==> src/rtl/tile_pkg.sv <==
// rtl/tile_pkg.sv - shared constants, state encoding and cell index helper for the tile renderer
//
// Purpose: map geometry (20x15 cells of 32x32 pixels), pixel width, fill tile,
//          FSM state encoding and the row-major cell index function.
// Ports:   none (package).
package tile_pkg;

   localparam int MAP_W      = 20;
   localparam int MAP_H      = 15;
   localparam int MAP_CELLS  = 300;
   localparam int TILE_LOG2  = 5;
   localparam int PIX_W      = 12;
   localparam int CELL_AW    = 9;

   localparam logic [3:0] RESET_TILE = 4'd1;

   typedef enum logic {
      FILL = 1'b0,
      IDLE = 1'b1
   } state_t;

   // y*20 + x built from shifts so no multiplier is inferred.
   function automatic logic [CELL_AW-1:0] cell_idx(input logic [4:0] x, input logic [3:0] y);
      logic [CELL_AW-1:0] yw;
      yw = {5'd0, y};
      return (yw << 4) + (yw << 2) + {4'd0, x};
   endfunction

endpackage

==> src/rtl/tile_renderer_if.sv <==
// rtl/tile_renderer_if.sv - tile write / refill control bus between game logic and the renderer
//
// Purpose: groups the single-tile write port and the refill control.
// Signals: wr_en/wr_x/wr_y/wr_tile  tile write request (master -> slave)
//          clr                      start a refill of the whole map (master -> slave)
//          wr_ready                 write accepted this cycle (slave -> master)
//          busy                     refill in progress (slave -> master)
interface tile_renderer_if;

   logic       wr_en;
   logic [4:0] wr_x;
   logic [3:0] wr_y;
   logic [3:0] wr_tile;
   logic       wr_ready;
   logic       clr;
   logic       busy;

   modport master (
      output wr_en, wr_x, wr_y, wr_tile, clr,
      input  wr_ready, busy
   );

   modport slave (
      input  wr_en, wr_x, wr_y, wr_tile, clr,
      output wr_ready, busy
   );

endinterface

==> src/rtl/tile_map_ram.sv <==
// rtl/tile_map_ram.sv - 300 x 4-bit tile map storage
//
// Purpose: register array holding one tile index per map cell.
// Ports:   clk      pixel clock
//          we_i     write enable (synchronous write)
//          waddr_i  write cell index
//          wdata_i  write tile index
//          raddr_i  read cell index (combinational read)
//          rdata_o  tile index at raddr_i
module tile_map_ram
   import tile_pkg::*;
(
   input  logic               clk,
   input  logic               we_i,
   input  logic [CELL_AW-1:0] waddr_i,
   input  logic [3:0]         wdata_i,
   input  logic [CELL_AW-1:0] raddr_i,
   output logic [3:0]         rdata_o
);

   // No reset on purpose: contents are only ever initialised by the fill sequence.
   logic [3:0] mem_q [MAP_CELLS];

   always_ff @(posedge clk) begin
      if (we_i) begin
         mem_q[waddr_i] <= wdata_i;
      end
   end

   assign rdata_o = mem_q[raddr_i];

endmodule

==> src/rtl/tile_renderer.sv <==
// rtl/tile_renderer.sv - tile map lookup, tile-ROM addressing and pixel/sync output stage
//
// Purpose: maps h_cnt/v_cnt to a tile-ROM address through the 20x15 tile map,
//          registers the returned colour as the pixel, and delays the syncs to
//          stay aligned. A fill FSM writes RESET_TILE to every cell after reset
//          or on clr; otherwise single tiles are written through wr_if.
// Ports:   clk, rst             pixel clock, synchronous active-high reset
//          h_cnt, v_cnt, valid  timing generator position and active-area flag
//          hsync_in, vsync_in   active-low syncs in
//          wr_if                tile write / refill bus (slave side)
//          rom_addr, rom_data   tile-ROM address out, colour in (1-cycle ROM)
//          pixel                {R,G,B} out
//          hsync_out, vsync_out syncs delayed by 3 cycles
module tile_renderer
   import tile_pkg::*;
(
   input  logic             clk,
   input  logic             rst,
   input  logic [9:0]       h_cnt,
   input  logic [9:0]       v_cnt,
   input  logic             valid,
   input  logic             hsync_in,
   input  logic             vsync_in,
   tile_renderer_if.slave   wr_if,
   output logic [13:0]      rom_addr,
   input  logic [PIX_W-1:0] rom_data,
   output logic [PIX_W-1:0] pixel,
   output logic             hsync_out,
   output logic             vsync_out
);

   state_t             state_q, state_d;
   logic [CELL_AW-1:0] fill_cnt_q, fill_cnt_d;

   logic               ram_we;
   logic [CELL_AW-1:0] ram_waddr;
   logic [3:0]         ram_wdata;
   logic               busy_c, wr_ready_c;

   logic [4:0]         rd_col;
   logic [3:0]         rd_row;
   logic               rd_in_range;
   logic [CELL_AW-1:0] rd_addr;
   logic [3:0]         rd_tile;
   logic [3:0]         map_tile;

   logic               wr_in_range;

   logic [13:0]        rom_addr_q, rom_addr_d;
   logic [PIX_W-1:0]   pixel_q, pixel_d;
   logic [1:0]         valid_q;
   logic [2:0]         hs_q, vs_q;

   // ---------------- FSM: state register ----------------
   always_ff @(posedge clk) begin
      if (rst) begin
         state_q    <= FILL;
         fill_cnt_q <= '0;
      end else begin
         state_q    <= state_d;
         fill_cnt_q <= fill_cnt_d;
      end
   end

   // ---------------- FSM: next state ----------------
   always_comb begin
      state_d    = state_q;
      fill_cnt_d = fill_cnt_q;
      case (state_q)
         FILL: begin
            // clr is ignored here so a running fill never restarts.
            if (fill_cnt_q == CELL_AW'(MAP_CELLS - 1)) begin
               state_d    = IDLE;
               fill_cnt_d = '0;
            end else begin
               fill_cnt_d = fill_cnt_q + 1'b1;
            end
         end
         IDLE: begin
            if (wr_if.clr) begin
               state_d    = FILL;
               fill_cnt_d = '0;
            end
         end
      endcase
   end

   // ---------------- FSM: outputs and write-source mux ----------------
   assign wr_in_range = (wr_if.wr_x < 5'(MAP_W)) && (wr_if.wr_y < 4'(MAP_H));

   always_comb begin
      busy_c     = 1'b0;
      wr_ready_c = 1'b0;
      ram_we     = 1'b0;
      ram_waddr  = fill_cnt_q;
      ram_wdata  = RESET_TILE;
      case (state_q)
         FILL: begin
            busy_c = 1'b1;
            ram_we = !rst;
         end
         IDLE: begin
            wr_ready_c = 1'b1;
            // clr takes priority: a write issued alongside it is dropped.
            ram_we     = wr_if.wr_en && !wr_if.clr && wr_in_range && !rst;
            ram_waddr  = cell_idx(wr_if.wr_x, wr_if.wr_y);
            ram_wdata  = wr_if.wr_tile;
         end
      endcase
   end

   assign wr_if.busy     = busy_c;
   assign wr_if.wr_ready = wr_ready_c;

   // ---------------- map read ----------------
   assign rd_col      = h_cnt[9:TILE_LOG2];
   assign rd_row      = v_cnt[8:TILE_LOG2];
   assign rd_in_range = (rd_col < 5'(MAP_W)) && !v_cnt[9] && (rd_row < 4'(MAP_H));
   // Keep the RAM index inside the array even when the position is off-map.
   assign rd_addr     = rd_in_range ? cell_idx(rd_col, rd_row) : '0;
   assign map_tile    = rd_in_range ? rd_tile : 4'd0;

   tile_map_ram u_map (
      .clk     (clk),
      .we_i    (ram_we),
      .waddr_i (ram_waddr),
      .wdata_i (ram_wdata),
      .raddr_i (rd_addr),
      .rdata_o (rd_tile)
   );

   // ---------------- address / pixel pipeline ----------------
   assign rom_addr_d = {map_tile, v_cnt[TILE_LOG2-1:0], h_cnt[TILE_LOG2-1:0]};
   // valid_q[1] lines up with the ROM word currently on rom_data.
   assign pixel_d    = valid_q[1] ? rom_data : '0;

   always_ff @(posedge clk) begin
      if (rst) begin
         rom_addr_q <= '0;
         pixel_q    <= '0;
         valid_q    <= '0;
         hs_q       <= '1;
         vs_q       <= '1;
      end else begin
         rom_addr_q <= rom_addr_d;
         pixel_q    <= pixel_d;
         valid_q    <= {valid_q[0], valid};
         hs_q       <= {hs_q[1:0], hsync_in};
         vs_q       <= {vs_q[1:0], vsync_in};
      end
   end

   assign rom_addr  = rom_addr_q;
   assign pixel     = pixel_q;
   assign hsync_out = hs_q[2];
   assign vsync_out = vs_q[2];

endmodule

==> src/flat_wrapper.sv <==
// flat-port wrapper written by rule: the top's interface ports become plain ports
module tile_renderer_flat import tile_pkg::*;
  (clk, rst, h_cnt, v_cnt, valid, hsync_in, vsync_in, rom_addr, rom_data, pixel, hsync_out, vsync_out, wr_if_wr_en, wr_if_wr_x, wr_if_wr_y, wr_if_wr_tile, wr_if_clr, wr_if_wr_ready, wr_if_busy);
  tile_renderer_if wr_if_i ();
  input  logic clk;
  input  logic rst;
  input  logic [9:0] h_cnt;
  input  logic [9:0] v_cnt;
  input  logic valid;
  input  logic hsync_in;
  input  logic vsync_in;
  output logic [13:0] rom_addr;
  input  logic [PIX_W-1:0] rom_data;
  output logic [PIX_W-1:0] pixel;
  output logic hsync_out;
  output logic vsync_out;
  input wire logic [$bits(wr_if_i.wr_en)-1:0] wr_if_wr_en;
  input wire logic [$bits(wr_if_i.wr_x)-1:0] wr_if_wr_x;
  input wire logic [$bits(wr_if_i.wr_y)-1:0] wr_if_wr_y;
  input wire logic [$bits(wr_if_i.wr_tile)-1:0] wr_if_wr_tile;
  input wire logic [$bits(wr_if_i.clr)-1:0] wr_if_clr;
  output wire logic [$bits(wr_if_i.wr_ready)-1:0] wr_if_wr_ready;
  output wire logic [$bits(wr_if_i.busy)-1:0] wr_if_busy;
  assign wr_if_i.wr_en = wr_if_wr_en;
  assign wr_if_i.wr_x = wr_if_wr_x;
  assign wr_if_i.wr_y = wr_if_wr_y;
  assign wr_if_i.wr_tile = wr_if_wr_tile;
  assign wr_if_i.clr = wr_if_clr;
  assign wr_if_wr_ready = wr_if_i.wr_ready;
  assign wr_if_busy = wr_if_i.busy;
  tile_renderer u_core (.clk(clk), .rst(rst), .h_cnt(h_cnt), .v_cnt(v_cnt), .valid(valid), .hsync_in(hsync_in), .vsync_in(vsync_in), .wr_if(wr_if_i), .rom_addr(rom_addr), .rom_data(rom_data), .pixel(pixel), .hsync_out(hsync_out), .vsync_out(vsync_out));
endmodule
==> config.mk <==
export PLATFORM = sky130hd
export DESIGN_NAME = tile_renderer_flat
export DESIGN_NICKNAME = d
export VERILOG_FILES = /design/src/rtl/tile_pkg.sv /design/src/rtl/tile_renderer_if.sv /design/src/rtl/tile_map_ram.sv /design/src/rtl/tile_renderer.sv /design/src/flat_wrapper.sv
export SDC_FILE = /design/constraint.sdc
export NUM_CORES = 2
export LEC_CHECK = 0
export BUFFER_PORTS_ARGS = -buffer_cell sky130_fd_sc_hd__clkbuf_2
export CORE_ASPECT_RATIO = 1.5
export CORE_MARGIN = 5
export CORE_UTILIZATION = 35
export CTS_CLUSTER_DIAMETER = 100
export DETAILED_ROUTE_END_ITERATION = 16
export HOLD_SLACK_MARGIN = 0.15
export SLEW_MARGIN = 30
export SYNTH_ARGS = -nofsm -noshare
export SYNTH_HDL_FRONTEND = slang
export SYNTH_SLANG_ARGS = --single-unit
==> constraint.sdc <==
create_clock -name clk -period 8 [get_ports clk]
set_input_delay 2.4 -clock clk [delete_from_list [all_inputs] [get_ports clk]]
set_output_delay 2.4 -clock clk [all_outputs]
set_load 0.01 [all_outputs]
# After elaboration in Yosys (flattened, before gate mapping)

Memory sizes are Yosys's and may differ from the RTL's. A register that Yosys moved wholly into a read port is not among the register bits.
Index checks and enable logic that the tools add are counted.

Register bits: 40
RAM bits: 1200
Output and inout port bits: 30
Logic and storage cells: 47
Memories kept: 1

Memories:

| name               | words | bits a word | read ports | clocked after memory_dff | wr ports | RTL line           | RTL |
|---|---|---|---|---|---|---|---|
| u_core.u_map.mem_q | 300   | 4           | 1          | 1                        | 1        | tile_map_ram.sv:22 | `logic [3:0] mem_q [MAP_CELLS];` |

$add $sub $neg: 5
$lt $le $gt $ge: 4
Eq/ne operators: 2
Multiplexer cells: 14
Bitwise gates (word level): 3
Reduce and logical (&&, ||, !) cells: 11

Operators by type and width:

| cell                                                           | number |
|---|---|
| 9-bit 2-to-1 mux                                               | 4 |
| 8-bit by 6-bit adder with 9-bit output                         | 2 |
| 9-bit by 5-bit adder with 9-bit output                         | 2 |
| 9-bit case mux with 2 select lines                             | 1 |
| 5-bit < comparator (second input constant)                     | 2 |
| 9-bit by 1-bit adder with 9-bit output (second input constant) | 1 |
| 9-bit == test (second input constant)                          | 1 |
| 4-bit < comparator (second input constant)                     | 2 |
| 1-bit logical AND                                              | 6 |
| 1-bit 2-to-1 mux                                               | 6 |
| 4-bit 2-to-1 mux                                               | 1 |
| 1-bit case mux with 2 select lines                             | 2 |
| 2-bit OR reduction                                             | 2 |
| 1-bit logical NOT                                              | 3 |
| 1-bit inverter                                                 | 3 |
| 2-bit inequality test (second input constant)                  | 1 |

# Longest topological paths before layout

Word-level depth: 7
Depth in mapped cells: 13
Gate-level depth less buffers: 11

# Hierarchy

From an unflattened synthesis, not the netlist that was laid out.

Cells, all modules: 2638
Area total of the unflattened synthesis: 49661.4 um2

Modules (own cells, without submodules):

| module        | times used | cells each | area an instance (um2) | sequential area each (um2) |
|---|---|---|---|---|
| tile_map_ram  | 1          | 2421       | 47586.9                | 36034.6 |
| tile_renderer | 1          | 217        | 2074.5                 | 880.8 |

# Least setup slack after synthesis

No wires, ideal clock.

Kind: input to register
From: input port wr_if_wr_tile[0]
To: memory u_core.u_map.mem_q[0][0] (data pin)
Library setup time: 1.025 ns
Arrival: 6.401 ns
Slack: 0.574 ns
Stages: 1
Buffers on the path: 0
Cells stage by stage: nand2b_1

Longest elaborated chain between the ends: 1

Ends and longest elaborated chain:

| element          | RTL line            | RTL |
|---|---|---|
| from (decl)      | flat_wrapper.sv:20  | `input wire logic [$bits(wr_if_i.wr_tile)-1:0] wr_if_wr_tile;` |
| 4-bit 2-to-1 mux | tile_renderer.sv:97 | `case (state_q)` |
| to (decl)        | tile_map_ram.sv:22  |  |

No other way between the ends.

# Final worst setup path

From: input port wr_if_wr_y[1]
To: memory u_core.u_map.mem_q[129][1] (enable)

Longest elaborated chain between the ends: 7
Elaborated cells between the ends (all ways): 10
Those cells by class: add/sub (2); order compare (1); mux (4); reduce/logical (3)

Ends and longest elaborated chain:

| element                                                                        | RTL line           | RTL |
|---|---|---|
| from (decl)                                                                    | flat_wrapper.sv:19 | `input wire logic [$bits(wr_if_i.wr_y)-1:0] wr_if_wr_y;` |
| branches (longest 7 deep; another with 8-bit by 6-bit adder with 9-bit output) | n/a                |  |

Several ways; the timed one is not identified.

==> flow_summary.ini <==
[floorplan]
fp.dieH_um = 479
fp.coreArea_sq_um = 146000
start_util_pct = 35.1
num_rows = 172
die_width_um = 322
dieArea_sq_um = 154000
ios = 82

[global_route]
grt_max_degree = 209
grt_antenna_before_repair = 5
grt_pass1_wl_mm = 233
grt_pass1_vias = 32600
grt_util_all_layers_pct = 20.7
gr-total-overflow = 0

[power]
p_sw_share_pct = 23.0
clkPwrFrac_pct = 41.3
internal-power_uw = 10500
comb_power_share_pct = 7.2
power_uw = 13700
powerDensity_nw_per_um2 = 237
seqPwrFrac_pct = 51.5
vdd_drop_max_v = 0.000186
p_sw_uw = 3150
power_leakage_uw = 0.0193

[critical_path]
critPathLaunchType = primary input
path_delay_family = simple AND/OR/NAND/NOR gates
cp_data_arrival_time_ns = 6.40
r2r_start = u_core.state_q
path_class = primary input to register
r2r_cells = 6
path_cells = clkbuf_2 -> ha_1 -> ha_1 -> fa_1 -> a21o_1 -> a21oi_1 -> xnor2_1 -> mux2_2 -> nand2_1 -> nor2_1 -> nand2_1 -> nor2_1
path_max_fanout = 16
worst-r2r-setup-slack_ns = 4.19
worst_path_max_delay_cell = nand2_1
end_kind = register
slowest_delay_ns = 0.80
cp.buffers_inverters = 1
worstPathRequired_ns = 8.40
reg2reg_to = u_core.u_map.mem_q[270][3]

[final_layout]
nNetsFinal = 3561
stdcell_count = 5502
drive_gt1_share_pct = 14.9
syn_to_final_growth_pct = 12.6

[place]
place.detailed.hpwl_mm = 98.1
io_buffers = 81
dpl.cell_count = 5287
place_congestion = 0.882

[clock_tree]
cts-root-buf = clkbuf_16
post_cts_buffers = 0
postCtsHoldBufs = 0
cts_made_buffers = 112
cts_resized = 0
cts_buffer_depth = 3
numClockSinks = 1244
cts.htree.levels = 3
worstSkewPairLatency_ns = 0.74
cts_tree = done
path_clk_slew_ns = 0.06

[yosys]
synth_flop_cell = edfxtp_1
ys_types = 93
synthArstFlopShare_pct = 0
synth_fp_nets = 3515
yosysSeqAreaShare_pct = 72.0
yosysTopAreaCell = edfxtp_1
synth_enable_flop_cells = 1200
ys_ff_latch = 1244
synth_area_sq_um = 51300
yosysWarningCount = 0
synth_cells = 3444
yosysTopAreaCellShare_pct = 70.3
synth.avg_cell_area_sq_um = 14.9
synthTopCellsByArea = edfxtp_1 70%, mux2i_1 3.8%, nor2_1 3.0%

[sta]
setup_viol_count_final = 0
tns_ns = 0
clock.fmax_mhz = 167
finalCritPeriodShare_pct = 75.1
max_slew.worst_pin.slew_ns = 1.07
worst_clock_skew_ns = 0.0277
rsz0062_at_grt = no
drv_slew = 0
slew_headroom_pct = 27.9
post-route-min-period_ns = 6.00
hold_viol_final = 0

[job]
drv_cap = 0

[detailed_routing]
num_vias = 32200
via_per_inst = 5.86
wl_per_cell_um = 30.0
first_iter_violations = 3640
detail_route.first_pass.iterations = 6
totalWireLength_mm = 165
drcViolationCount = 0
drtAntennaViolNets = 0

[min_path]
hold_path.class = register to register
worstHoldPathCells = 1
worstHoldStart = u_core.vs_q[1]
min_to = u_core.vs_q[2]

[status]
outcome = complete, no violations
-- final cells by class --
cell class | count | area [sq um]
diodes | 1 | 2.50
fillers | 13400 | 88400
well taps | 1914 | 2390
clock inverters | 70 | 787
inverters | 18 | 68.8
repair buffers | 176 | 1280
flip-flops and latches | 1244 | 36900
clock buffers | 141 | 3060
multi-input cells | 1938 | 13200
-- Yosys cell counts (8+ instances only) --
library cell and number:
a2111oi_0 12, a211oi_1 41, a21oi_1 144, a221o_1 8, a221oi_1 17, a22oi_1 21
a311oi_1 12, a31oi_1 33, and2_1 21, and3_1 12, buf_1 11, buf_2 95
buf_4 16, buf_6 12, clkbuf_1 108, dfxtp_1 44, edfxtp_1 1200, ha_1 15
inv_1 15, mux2_2 98, mux2i_1 194, mux4_2 37, nand2_1 182, nand2b_1 12
nand3_1 53, nand4_1 15, nor2_1 411, nor2b_1 23, nor3_1 27, nor3b_1 17
nor4_1 13, o2111ai_1 12, o211ai_1 50, o21ai_0 147, o221ai_1 41, o22a_1 8
o22ai_1 91, o311a_1 16, o31a_1 9, o32ai_1 11, or2_2 10, or3_1 10
-- state kept, by name (all words and copies together) (netlist names) --
register and count:
u_core.pixel 12, u_core.hs_q 3, u_core.rom_addr 14, u_core.fill_cnt_q 9
u_core.state_q 1, u_core.u_map.mem_q 1200, u_core.valid_q 2, u_core.vs_q 3
-- metrics by stage --
stage | instance area (sq um) | utilization (%) | setup slack, ns | hold WS (ns)
after CTS | 57700 | 39.5 | 2.07 | 0.411
after global placement | 53800 | 36.8 | 1.24 | 0.393
after global routing | 57700 | 39.5 | 1.83 | 0.418
after floorplan | 51300 | - | 0.574 | 0.389
final | 57700 | 39.5 | 2.00 | 0.411
after detailed placement | 53800 | 36.8 | 1.28 | 0.396
-- cells by family after synthesis --
logic type | share of synthesized area, %
flops | 72.0
fa+ha+maj | 0.522
xor+xnor | 0.120
mux | 7.59
simple gates | 7.23
compound gates | 10.0
buf+inv | 2.50
-- cell usage in the layout (no fill, tap or decap), types with 23 or more instances in the layout --
master / count
o211ai_1: 50
a211oi_1: 41
nor3_1: 25
o221ai_1: 41
clkbuf_2: 79
buf_4: 83
o21ai_0: 146
clkbuf_16: 116
a31oi_1: 33
dfxtp_1: 44
nand3_1: 49
nor2_1: 411
edfxtp_1: 1200
mux2_2: 98
o22ai_1: 91
a21oi_1: 143
mux2i_1: 194
nand2_1: 181
nor2b_1: 23
mux4_2: 37
-- worst max-delay path by stage --
stage | slack, ns | start | depth (start not counted) | endpoint
finish | 2.00 | wr_if_wr_y[1] | 12 | u_core.u_map.mem_q[129][1]
global placement | 1.24 | v_cnt[5] | 12 | u_core.rom_addr[12]
floorplan | 0.57 | wr_if_wr_tile[0] | 1 | u_core.u_map.mem_q[0][0]
CTS | 2.07 | wr_if_wr_y[1] | 12 | u_core.u_map.mem_q[276][0]
detailed placement | 1.28 | wr_if_wr_y[1] | 12 | u_core.u_map.mem_q[270][1]
global route | 1.83 | wr_if_wr_y[1] | 12 | u_core.u_map.mem_q[270][3]
-- per-layer routing --
layer	up-vias	global-route usage, %	share of wire [%]
met3	510	3.58	8.0
met1	16400	24.5	36
met2	1710	35.8	50
met4	2	11.7	6.5
li1	13600	-	-
met5	-	0	0.0091
-- power by group through the flow --
stage | registers (uW) | clock network [uW] | logic (uW)
floorplan | 7180 | 0 | 567
global placement | 7180 | 0 | 960
detailed placement | 7190 | 0 | 964
CTS | 7040 | 5700 | 967
global route | 7040 | 5970 | 1010
finish | 7040 | 5650 | 987
-- worst reg2reg max path, cell delays in order (launching register included) --
cell	delay [ns]
dfxtp_1	0.58
buf_4	0.34
mux2_2	0.40
or2_2	0.31
nor2_1	0.64
nand2_1	0.68
nor2_1	0.51
Note: power is estimated with default switching activity, not from simulation.
